$ cat src/rtl/act_pwl_sym.sv
// Piecewise-linear sigmoid/tanh evaluator (9-point table, |x| fold with sign unfold), 3-stage valid/ready pipeline.
// Optional ACT_SAT_FLAG_EN adds the sat_flag output carrying the |x| >= 8.0 indication.
module act_pwl_sym #(
    parameter int unsigned xDW  = 16,
    parameter int unsigned yDW  = 16,
    parameter int unsigned FUNC = 0
) (
    input  logic                  clk,
    input  logic                  rst,
    input  logic                  in_valid,
    output logic                  in_ready,
    input  logic signed [xDW-1:0] x,
    output logic                  out_valid,
    input  logic                  out_ready,
    output logic signed [yDW-1:0] y
`ifdef ACT_SAT_FLAG_EN
    ,
    output logic                  sat_flag
`endif
);

    localparam int unsigned AW = 17;
    localparam int unsigned KW = 3;
    localparam int unsigned FW = 11;
    localparam int unsigned EW = 15;
    localparam int unsigned PW = 26;

    // Endpoint values at |x| = 0..8 in Q1.14.
    function automatic logic [EW-1:0] ept(input logic [3:0] idx);
        logic [EW-1:0] v;
        v = '0;
        if (FUNC == 0) begin
            case (idx)
                4'd0:    v = EW'(8192);
                4'd1:    v = EW'(11978);
                4'd2:    v = EW'(14431);
                4'd3:    v = EW'(15607);
                4'd4:    v = EW'(16089);
                4'd5:    v = EW'(16274);
                4'd6:    v = EW'(16343);
                4'd7:    v = EW'(16369);
                default: v = EW'(16378);
            endcase
        end else begin
            case (idx)
                4'd0:    v = EW'(0);
                4'd1:    v = EW'(12478);
                4'd2:    v = EW'(15795);
                4'd3:    v = EW'(16303);
                4'd4:    v = EW'(16373);
                default: v = EW'(16383);
            endcase
        end
        return v;
    endfunction

    logic adv;

    logic          v1, neg1, sat1;
    logic [KW-1:0] k1;
    logic [FW-1:0] f1;

    logic                 v2, neg2, sat2;
    logic [EW-1:0]        lo2;
    logic signed [PW-1:0] p2;

    logic [AW-1:0]        xe_c, a_c;
    logic [EW-1:0]        lo_c;
    logic signed [EW-1:0] d_c;
    logic signed [11:0]   fz_c;
    logic signed [PW-1:0] p_c;
    logic [yDW-1:0]       yabs_c, y_c;

    assign adv      = ~out_valid | out_ready;
    assign in_ready = adv;

    // Stage 1: fold to magnitude; x = -32768 needs the 17th bit.
    always_comb begin
        xe_c = AW'(x);
        a_c  = xe_c[AW-1] ? AW'(-xe_c) : xe_c;
    end

    // Stage 2: segment base and full-precision slope product.
    always_comb begin
        lo_c = ept({1'b0, k1});
        d_c  = $signed(ept({1'b0, k1} + 4'd1) - lo_c);
        fz_c = $signed({1'b0, f1});
        p_c  = PW'(d_c) * PW'(fz_c);
    end

    // Stage 3: floor interpolation, saturate to the last endpoint, unfold by symmetry.
    always_comb begin
        yabs_c = sat2 ? yDW'(ept(4'd8)) : yDW'(lo2) + yDW'(p2 >>> FW);
        if (FUNC == 0) begin
            y_c = neg2 ? yDW'(16384) - yabs_c : yabs_c;
        end else begin
            y_c = neg2 ? yDW'(0) - yabs_c : yabs_c;
        end
    end

    always_ff @(posedge clk) begin
        if (rst) begin
            v1        <= 1'b0;
            neg1      <= 1'b0;
            sat1      <= 1'b0;
            k1        <= '0;
            f1        <= '0;
            v2        <= 1'b0;
            neg2      <= 1'b0;
            sat2      <= 1'b0;
            lo2       <= '0;
            p2        <= '0;
            out_valid <= 1'b0;
            y         <= '0;
        end else if (adv) begin
            v1        <= in_valid;
            neg1      <= x[xDW-1];
            sat1      <= (a_c >= AW'(16384));
            k1        <= a_c[13:11];
            f1        <= a_c[10:0];
            v2        <= v1;
            neg2      <= neg1;
            sat2      <= sat1;
            lo2       <= lo_c;
            p2        <= p_c;
            out_valid <= v2;
            y         <= y_c;
        end
    end

`ifdef ACT_SAT_FLAG_EN
    // Flag travels with the sample and reads 0 whenever no sample is presented.
    always_ff @(posedge clk) begin
        if (rst) begin
            sat_flag <= 1'b0;
        end else if (adv) begin
            sat_flag <= v2 & sat2;
        end
    end
`endif

endmodule

$ cat config.mk
export PLATFORM = sky130hd
export DESIGN_NAME = act_pwl_sym
export DESIGN_NICKNAME = d
export VERILOG_FILES = /design/src/rtl/act_pwl_sym.sv
export SDC_FILE = /design/constraint.sdc
export NUM_CORES = 1
export LEC_CHECK = 0
export ABC_AREA = 1
export ABC_CLOCK_PERIOD_IN_PS = 14900
export BUFFER_PORTS_ARGS = -buffer_cell sky130_fd_sc_hd__buf_2
export CAP_MARGIN = 40
export CORE_MARGIN = 2
export CORE_UTILIZATION = 50
export CTS_CLUSTER_DIAMETER = 200
export CTS_CLUSTER_SIZE = 25
export DETAILED_ROUTE_END_ITERATION = 6
export PLACE_DENSITY = 0.75
export SYNTH_ARGS = -nofsm -noshare
export SYNTH_HDL_FRONTEND = slang
export SYNTH_SLANG_ARGS = --single-unit
export TNS_END_PERCENT = 10
$ cat constraint.sdc
create_clock -name clk -period 14.9 [get_ports clk]
set_input_delay 2.235 -clock clk [delete_from_list [all_inputs] [get_ports clk]]
set_output_delay 2.235 -clock clk [all_outputs]
set_load 0.005 [all_outputs]
==> flow_summary.toml, run 1 <==
[drt]
antenna_left = 0
drt_iter0_markers = 664
vias_per_cell = 5.22
detail_route.wl_per_cell_um = 15.0
routed-via-count = 9779
dr.pass1.iters = 5
routed_wl_um = 28000
drc = 0

[finish]
final_layout_size_suffix_gt1_share_pct = 8.29
design_area_sq_um = 12000
synthToLayoutAreaGrowth_pct = 6.89
layout_commonest_cell = "inv_1"
antennaDiodeCount = 0
fill_cells = 2069
layout_common_cells = "inv_1 (371), nand2_1 (301), nor2_1 (155)"
nets = 1848

[sta]
setup_slack_ns = 7.16
post-route-min-period_ns = 7.74
rsz0062_at_grt = "false"
tns_ns = 0
fin_crit_sh_pct = 52.0
setup_viol = 0
hold_violations = 0
final_max_slew_viol_count = 0
worst_slew_pin_slew_ns = 0.928
max_freq_ghz = 0.129
skew_ns = 0.00906
max_slew_margin_pct = 37.9

[setup_path]
cp_data_arrival_time_ns = 7.98
cpPeakStageDelay_ns = 0.62
criticalPathCategory = "reg -> reg"
required_ns = 15.14
path_max_fanout = 7
cp_slowest_cell = "xor2_1"
cpMostUsedCell = "inv_1"
cp-end-kind = "flip-flop"
cp-start-kind = "flip-flop"

[job]
drv_cap = 0

[yosys]
synth.cell_area_sq_um = 11200
syn_nets = 1827
synth_edf_count = 0
dominantRegCellSynth = "dfxtp_1"
ys_ff_latch = 75
synthArstFlopShare_pct = 0
synth.yosys.warnings = 0
synth_cell_types = 43
postSynthAreaPerCell_sq_um = 7.15
synthCells = 1567
synth-seq-area-share_pct = 13.4

[worst_hold_path]
hp-class = "reg -> reg"

[floorplan]
rows = 54
die_h_um = 154
die_x_um = 154
start_util_pct = 51.2
pin_count = 38
die-area_sq_um = 23600
core_sq_um = 21900

[grt]
grt_pass1_vias = 9942
grt_first_pass_wirelength_um = 48400
antenna_found_initial = 0
track_usage_pct = 25.2
grt_max_degree = 65
grt-ovfl-total = 0

[clock_network]
clockBufferDepth = 2
post_cts_buffers = 0
cts_tree = "built"
cts_hold_buf = 0
clk_latency_ns = 0.35
cts-root-buf = "clkbuf_16"
cts_buffers = 9
clock-sinks = 75
clk_pin_slew_ns = 0.07
cts_resized = 0
cts_max_level = 3

[place]
portBuffers = 37
place_ws_ns = 7.17
finalWeightedCongestion = 0.928
placed_area_sq_um = 11700
hpwl_um = 23300

[run_status]
status = "finished, final reports clean"
==> layout make-up <==
class                   instances  area, sq um  share of cell area (%)
clock buffers                   9          225                    1.88
clock inverters                 7         81.3                   0.679
inverters                     382         1430                    12.0
multi-input cells            1072         8120                    67.8
flip-flops and latches         75         1500                    12.5
well taps                     280          350                    2.93
repair buffers                 48          268                    2.24
==> synthesized netlist by cell type (all sizes together) (4+ instances only) <==
| cell | number | area share (%) |
|---|---|---|
| clkbuf | 29 | 0.97 |
| a21oi | 81 | 3.8 |
| clkinv | 4 | 0.13 |
| xnor2 | 10 | 0.78 |
| buf | 9 | 0.41 |
| o21bai | 10 | 0.67 |
| o21ai | 81 | 3.7 |
| nand2 | 310 | 11 |
| fa | 150 | 27 |
| nor3 | 18 | 0.94 |
| o221ai | 10 | 0.78 |
| a21o | 4 | 0.27 |
| or2 | 20 | 1.1 |
| ha | 90 | 10 |
| inv | 378 | 13 |
| nor2 | 168 | 6.0 |
| xor2 | 18 | 1.4 |
| a31oi | 5 | 0.28 |
| o211ai | 9 | 0.60 |
| nand3 | 71 | 3.5 |
| nand4 | 9 | 0.61 |
| dfxtp | 75 | 13 |
==> sequential cells by signal, summed over array words and instances (netlist names) <==
register,flops
lo_c,11
sat1,1
sat2,1
v1,1
neg1,1
f1,11
neg2,1
lo2,12
y,16
out_valid,1
p2,15
v2,1
k1,3
==> kinds of logic after synthesis <==
kind of cell	after synthesis	synth area share, %
flops	75	13.4
compound gates	204	10.4
simple gates	600	23.0
buf+inv	420	14.2
xor+xnor	28	2.19
fa+ha+maj	240	36.9
==> critical path, delay by kind of cell, from the launching register on <==
family | cells | cell delay, ns
simple gates | 9 | 0.78
xor+xnor | 3 | 0.99
buf+inv | 8 | 0.64
fa+ha+maj | 9 | 3.77
compound gates | 7 | 0.98
flops | 1 | 0.45
==> metal layers <==
layer | track usage, % | part of all wire [%]
met5 | 0 | 0
met4 | 7.69 | 2.9
met3 | 4.59 | 6.1
met2 | 42.3 | 47
met1 | 33.4 | 44
==> metrics by stage <==
stage                     util, %  hold slack, ns  cells
after floorplan                 -           0.433   1567
after detailed placement     53.3           0.469   1857
final                        54.7           0.482   1873
after CTS                    54.7           0.486   1873
after global placement       53.2           0.459   1854
after global routing         54.7           0.514   1873
==> final timing paths <==
check / startpoint / cells after the start / slack, ns / endpoint
hold / removal: v1 / 2 / 0.48 / v1
setup / recovery: k1[0] / 36 / 7.16 / p2[25]
hold reg to reg: v1 / 2 / 0.48 / v1
setup reg to reg: k1[0] / 36 / 7.16 / p2[25]
Power of run 1 is not shown: default switching activity piles up to over one toggle a cycle in this logic, so the estimate is an artifact.
==> run 2, diff against run 1 <==
--- a/config.mk
+++ b/config.mk
@@ -5,8 +5,8 @@
 export SDC_FILE = /design/constraint.sdc
 export NUM_CORES = 1
 export LEC_CHECK = 0
-export ABC_AREA = 1
-export ABC_CLOCK_PERIOD_IN_PS = 14900
+export ABC_AREA = 0
+export ABC_CLOCK_PERIOD_IN_PS = 7500
 export BUFFER_PORTS_ARGS = -buffer_cell sky130_fd_sc_hd__buf_2
 export CAP_MARGIN = 40
 export CORE_MARGIN = 2
@@ -14,7 +14,7 @@
 export CTS_CLUSTER_DIAMETER = 200
 export CTS_CLUSTER_SIZE = 25
 export DETAILED_ROUTE_END_ITERATION = 6
-export PLACE_DENSITY = 0.75
+export PLACE_DENSITY = 0.76
 export SYNTH_ARGS = -nofsm -noshare
 export SYNTH_HDL_FRONTEND = slang
 export SYNTH_SLANG_ARGS = --single-unit
==> constraint.sdc (replaced) <==
create_clock -name clk -period 7.5 [get_ports clk]
set_input_delay 1.125 -clock clk [delete_from_list [all_inputs] [get_ports clk]]
set_output_delay 1.125 -clock clk [all_outputs]
set_load 0.005 [all_outputs]
==> flow_summary.toml, run 2 <==
[clock_network]
cts_max_level = 3
clockBufferDepth = 2
clk_pin_slew_ns = 0.06
cts_tree = "built"
cts_buffers = 9
clock-sinks = 75
cts_hold_buf = 0
cts-root-buf = "clkbuf_16"
clk_latency_ns = 0.33

[sta]
max_freq_ghz = 0.131
post-route-min-period_ns = 7.61
rsz0062_at_grt = "true"
hold_violations = 0
max_slew_margin_pct = 42.0
worst_slew_pin_slew_ns = 0.869
skew_ns = 0.00659
setup_viol = 3
fin_crit_sh_pct = 101
final_max_slew_viol_count = 0
setup_slack_ns = -0.106

[drt]
drt_iter0_markers = 633
antenna_left = 0
routed_wl_um = 27200
drc = 0
dr.pass1.iters = 7
detail_route.wl_per_cell_um = 16.1
vias_per_cell = 5.50
routed-via-count = 9275

[grt]
grt-ovfl-total = 0
antenna_found_initial = 0
track_usage_pct = 25.4
grt_max_degree = 72
grt_first_pass_wirelength_um = 46200
grt_pass1_vias = 9634

[floorplan]
rows = 53
start_util_pct = 50.8
pin_count = 38
die-area_sq_um = 22600
die_x_um = 150
die_h_um = 150
core_sq_um = 21000

[finish]
largestRegisters = "y (16), p2 (15), lo2 (12)"
synthToLayoutAreaGrowth_pct = 18.2
final_layout_size_suffix_gt1_share_pct = 17.8
layout_commonest_cell = "inv_1"
layout_common_cells = "inv_1 (225), nand2_1 (186), fa_1 (142)"
largest_register_ffs = 16
antennaDiodeCount = 0
fin_util_pct = 60.1
top_register = "y"
nets = 1667

[setup_path]
cp_top_family = "adder cells"
cp-end-kind = "flip-flop"
crit_cells = 34
cpPeakStageDelay_ns = 0.54
cp.buffers_inverters = 9
rr_worst_depth = 34
cp_slowest_cell = "fa_1"
path_max_fanout = 7
required_ns = 7.77
cpMostUsedCell = "buf_4"
cp-start-kind = "flip-flop"
cp_data_arrival_time_ns = 7.88
criticalPathCategory = "reg -> reg"

[yosys]
postSynthAreaPerCell_sq_um = 8.24
synth.yosys.warnings = 0
synthTopCellsByCount = "inv_1 (228), nand2_1 (190), fa_1 (150), ha_1 (90), dfxtp_1 (75)"
synth_most_common_cell = "inv_1"
yosysTopAreaCell = "fa_1"
synthCells = 1297
synthArstFlopShare_pct = 0
dominantRegCellSynth = "dfxtp_1"
synth_top_area_share_pct = 28.1
syn_nets = 1557
synth_edf_count = 0
synth-seq-area-share_pct = 14.1
synth_cell_types = 68
synth.cell_area_sq_um = 10700
ys_ff_latch = 75
yosys-top-cells-area = "fa_1 (28%), dfxtp_1 (14%), ha_1 (11%)"

[job]
drv_cap = 0

[worst_hold_path]
hp-class = "reg -> reg"
min_path_cells = 2

[place]
finalWeightedCongestion = 0.921
hpwl_um = 20700
portBuffers = 37

[run_status]
violations = "negative setup slack"
status = "complete, but fails checks"
run 2: logic make-up (layout without fill, tap and decap cells):
family          count (synthesis)  in the layout  synth area share (%)
simple gates                  430            430                  19.7
buf+inv                       288            403                  10.2
fa+ha+maj                     240            240                  38.6
compound gates                214            214                  13.3
flops                          75             75                  14.1
xor+xnor                       47             47                  3.85
mux                             3              3                 0.281
run 2: final cells by class:
type | instances | area [sq um]
multi-input cells | 934 | 8440
fillers | 1783 | 8400
flip-flops and latches | 75 | 1510
repair buffers | 158 | 1120
inverters | 229 | 860
well taps | 275 | 344
clock buffers | 13 | 280
clock inverters | 3 | 67.6
run 2: worst paths after layout:
path | startpoint | to | slack, ns
worst max-delay path | k1[0] | p2[24] | -0.11
worst min-delay path | y[4] | y[4] | 0.45
worst max register to register | k1[0] | p2[24] | -0.11
worst min register to register | y[4] | y[4] | 0.45
run 2: routing by layer:
| layer | global-route usage (%) | wire length (um) |
|---|---|---|
| met1 | 32.7 | 11500 |
| met2 | 45.5 | 13800 |
| met3 | 2.73 | 1270 |
| met4 | 6.75 | 692 |
| met5 | 0 | 0 |
run 2: worst register-to-register path: cells and delay by family, from the launching register on:
kind / cells / cell delay [ns]
compound gates: 10 / 1.73
simple gates: 7 / 1.07
fa+ha+maj: 8 / 3.25
flops: 1 / 0.35
buf+inv: 9 / 1.15
run 2: per-stage QoR:
step                      worst slack [ns]  area, sq um  std cells  hold WS, ns   TNS, ns
after CTS                         -0.00794        12500       1681        0.451  -0.00794
after global placement              -0.236        11800       1653        0.436     -1.02
final                               -0.106        12600       1687        0.448    -0.231
after floorplan                    0.00442        10700       1297        0.432         0
after global routing                -0.407        12600       1687        0.470     -3.24
after detailed placement            -0.388        11800       1653        0.443     -2.36
run 2: repair_timing:
| item | in CTS | in global routing |
|---|---|---|
| pin swaps | 50 | 34 |
| buffers inserted | 12 | 6 |
| endpoints found under the setup margin | 11 | 15 |
| resized for setup | 43 | 32 |
Power of run 2 is left out for the same reason.
==> run 3, diff against run 2 <==
--- a/config.mk
+++ b/config.mk
@@ -10,11 +10,11 @@
 export BUFFER_PORTS_ARGS = -buffer_cell sky130_fd_sc_hd__buf_2
 export CAP_MARGIN = 40
 export CORE_MARGIN = 2
-export CORE_UTILIZATION = 50
+export CORE_UTILIZATION = 30
 export CTS_CLUSTER_DIAMETER = 200
 export CTS_CLUSTER_SIZE = 25
 export DETAILED_ROUTE_END_ITERATION = 6
-export PLACE_DENSITY = 0.76
+export PLACE_DENSITY = 0.54
 export SYNTH_ARGS = -nofsm -noshare
 export SYNTH_HDL_FRONTEND = slang
 export SYNTH_SLANG_ARGS = --single-unit
==> constraint.sdc (replaced) <==
create_clock -name clk -period 7.5 [get_ports clk]
set_input_delay 0.75 -clock clk [delete_from_list [all_inputs] [get_ports clk]]
set_output_delay 0.75 -clock clk [all_outputs]
set_load 0.005 [all_outputs]
==> flow_summary.toml, run 3 (synthesized netlist as in run 2, its figures left out) <==
[sta]
tns_ns = 0
worst_slew_pin_slew_ns = 0.944
whs_ns = 0.447
setup_viol = 0
final_max_slew_viol_count = 0
fin_crit_sh_pct = 99.5
rsz0062_at_grt = "true"
max_freq_ghz = 0.134
max_slew_margin_pct = 37.0
post-route-min-period_ns = 7.46
hold_violations = 0
skew_ns = 0.00633

[run_status]
status = "finished, final reports clean"

[setup_path]
r2r_slack_ns = 0.04
cpPeakStageDelay_ns = 0.59
cp_data_arrival_time_ns = 7.72
cp_slowest_cell = "fa_2"
criticalPathCategory = "reg -> reg"
cp.buffers_inverters = 5
cp_top_family = "adder cells"
required_ns = 7.76
path_max_fanout = 7
cp-start-kind = "flip-flop"
cp-end-kind = "flip-flop"

[floorplan]
die_h_um = 193
core_sq_um = 35300
start_util_pct = 30.3
pin_count = 38
rows = 69
die_x_um = 193
die-area_sq_um = 37100

[worst_hold_path]
hp-class = "reg -> reg"

[finish]
final_layout_size_suffix_gt1_share_pct = 20.9
design_area_sq_um = 13200
fin_util_pct = 37.3
synthToLayoutAreaGrowth_pct = 23.2
largest_register_ffs = 16
largestRegisters = "y (16), p2 (15), lo2 (12)"
layout_commonest_cell = "inv_1"
fill_cells = 3575
top_register = "y"
nets = 1687
layout_common_cells = "inv_1 (219), nand2_1 (186), fa_1 (140)"

[grt]
grt-ovfl-total = 0
grt_pass1_vias = 9110
grt_first_pass_wirelength_um = 46400
grt_max_degree = 82
antenna_found_initial = 1
track_usage_pct = 15.5

[drt]
dr.pass1.iters = 5
routed_wl_um = 28000
antenna_left = 0
detail_route.wl_per_cell_um = 14.8
dr.max_layer_used = "met5"
met3_length_um = 901
wl_met2_um = 13500
vias_per_cell = 4.75
drc = 0
routed-via-count = 9003
drt_iter0_markers = 400
wl_met1_um = 13200

[job]
drv_cap = 0

[clock_network]
cts_tree = "built"
cts-root-buf = "clkbuf_16"
clock-sinks = 75
cts_max_level = 3
clk_latency_ns = 0.33
clk_pin_slew_ns = 0.06
cts_buffers = 9
clockBufferDepth = 2

[place]
finalWeightedCongestion = 0.829
hpwl_um = 21600
portBuffers = 37
placed_area_sq_um = 12000
[run 3: cell types whose count changed in the layout (fill, tap and decap cells not counted), sizes merged]
cell and delta:
diode +1, inv +1, buf +20, clkbuf -4, clkinvlp -1, clkinv +4
[run 3: final timing paths]
kind | start | endpoint | cells after the start
setup / recovery | k1[1] | p2[23] | 35
hold / removal | y[8] | y[8] | 2
setup reg to reg | k1[1] | p2[23] | 35
hold reg to reg | y[8] | y[8] | 2
[run 3: cell type report]
cell class	count	area (sq um)	area share, %
Tap cell	461	577	4.38
Multi-Input combinational cell	934	8610	65.4
Antenna cell	1	2.50	0.0190
Clock inverter	7	100	0.760
Sequential cell	75	1510	11.5
Timing Repair Buffer	178	1270	9.68
Inverter	229	865	6.57
Clock buffer	9	225	1.71
[run 3: metal layers]
layer  vias to the layer above  global-route usage (%)
met2                       144                    25.6
met3                        22                    1.89
met5                         -                       0
li1                       4433                       -
met1                      4402                    21.7
met4                         2                    3.08
[run 3: metrics by stage]
stage	setup WS (ns)	std cells
6_report	0.0400	1894
5_1_grt	-0.384	1893
2_1_floorplan	0.00442	1297
3_5_place_dp	-0.306	1840
3_3_place_gp	-0.229	1840
4_1_cts	-0.00698	1872
[run 3: worst min-delay path: cells and delay by family, from the launching register on]
kind / cells / cell delay [ns]
flops: 1 / 0.30
compound gates: 1 / 0.05
simple gates: 1 / 0.05
[run 3: timing repair]
| item | 4_1_cts | 5_1_grt |
|---|---|---|
| cloned | 0 | 1 |
| hold buffers | 0 | 0 |
| resized for setup | 33 | 86 |
| endpoints found under the hold margin | 0 | 0 |
| endpoints found under the setup margin | 12 | 15 |
| setup buffers | 16 | 21 |
| pin swaps | 44 | 71 |
Power of run 3 is left out for the same reason.
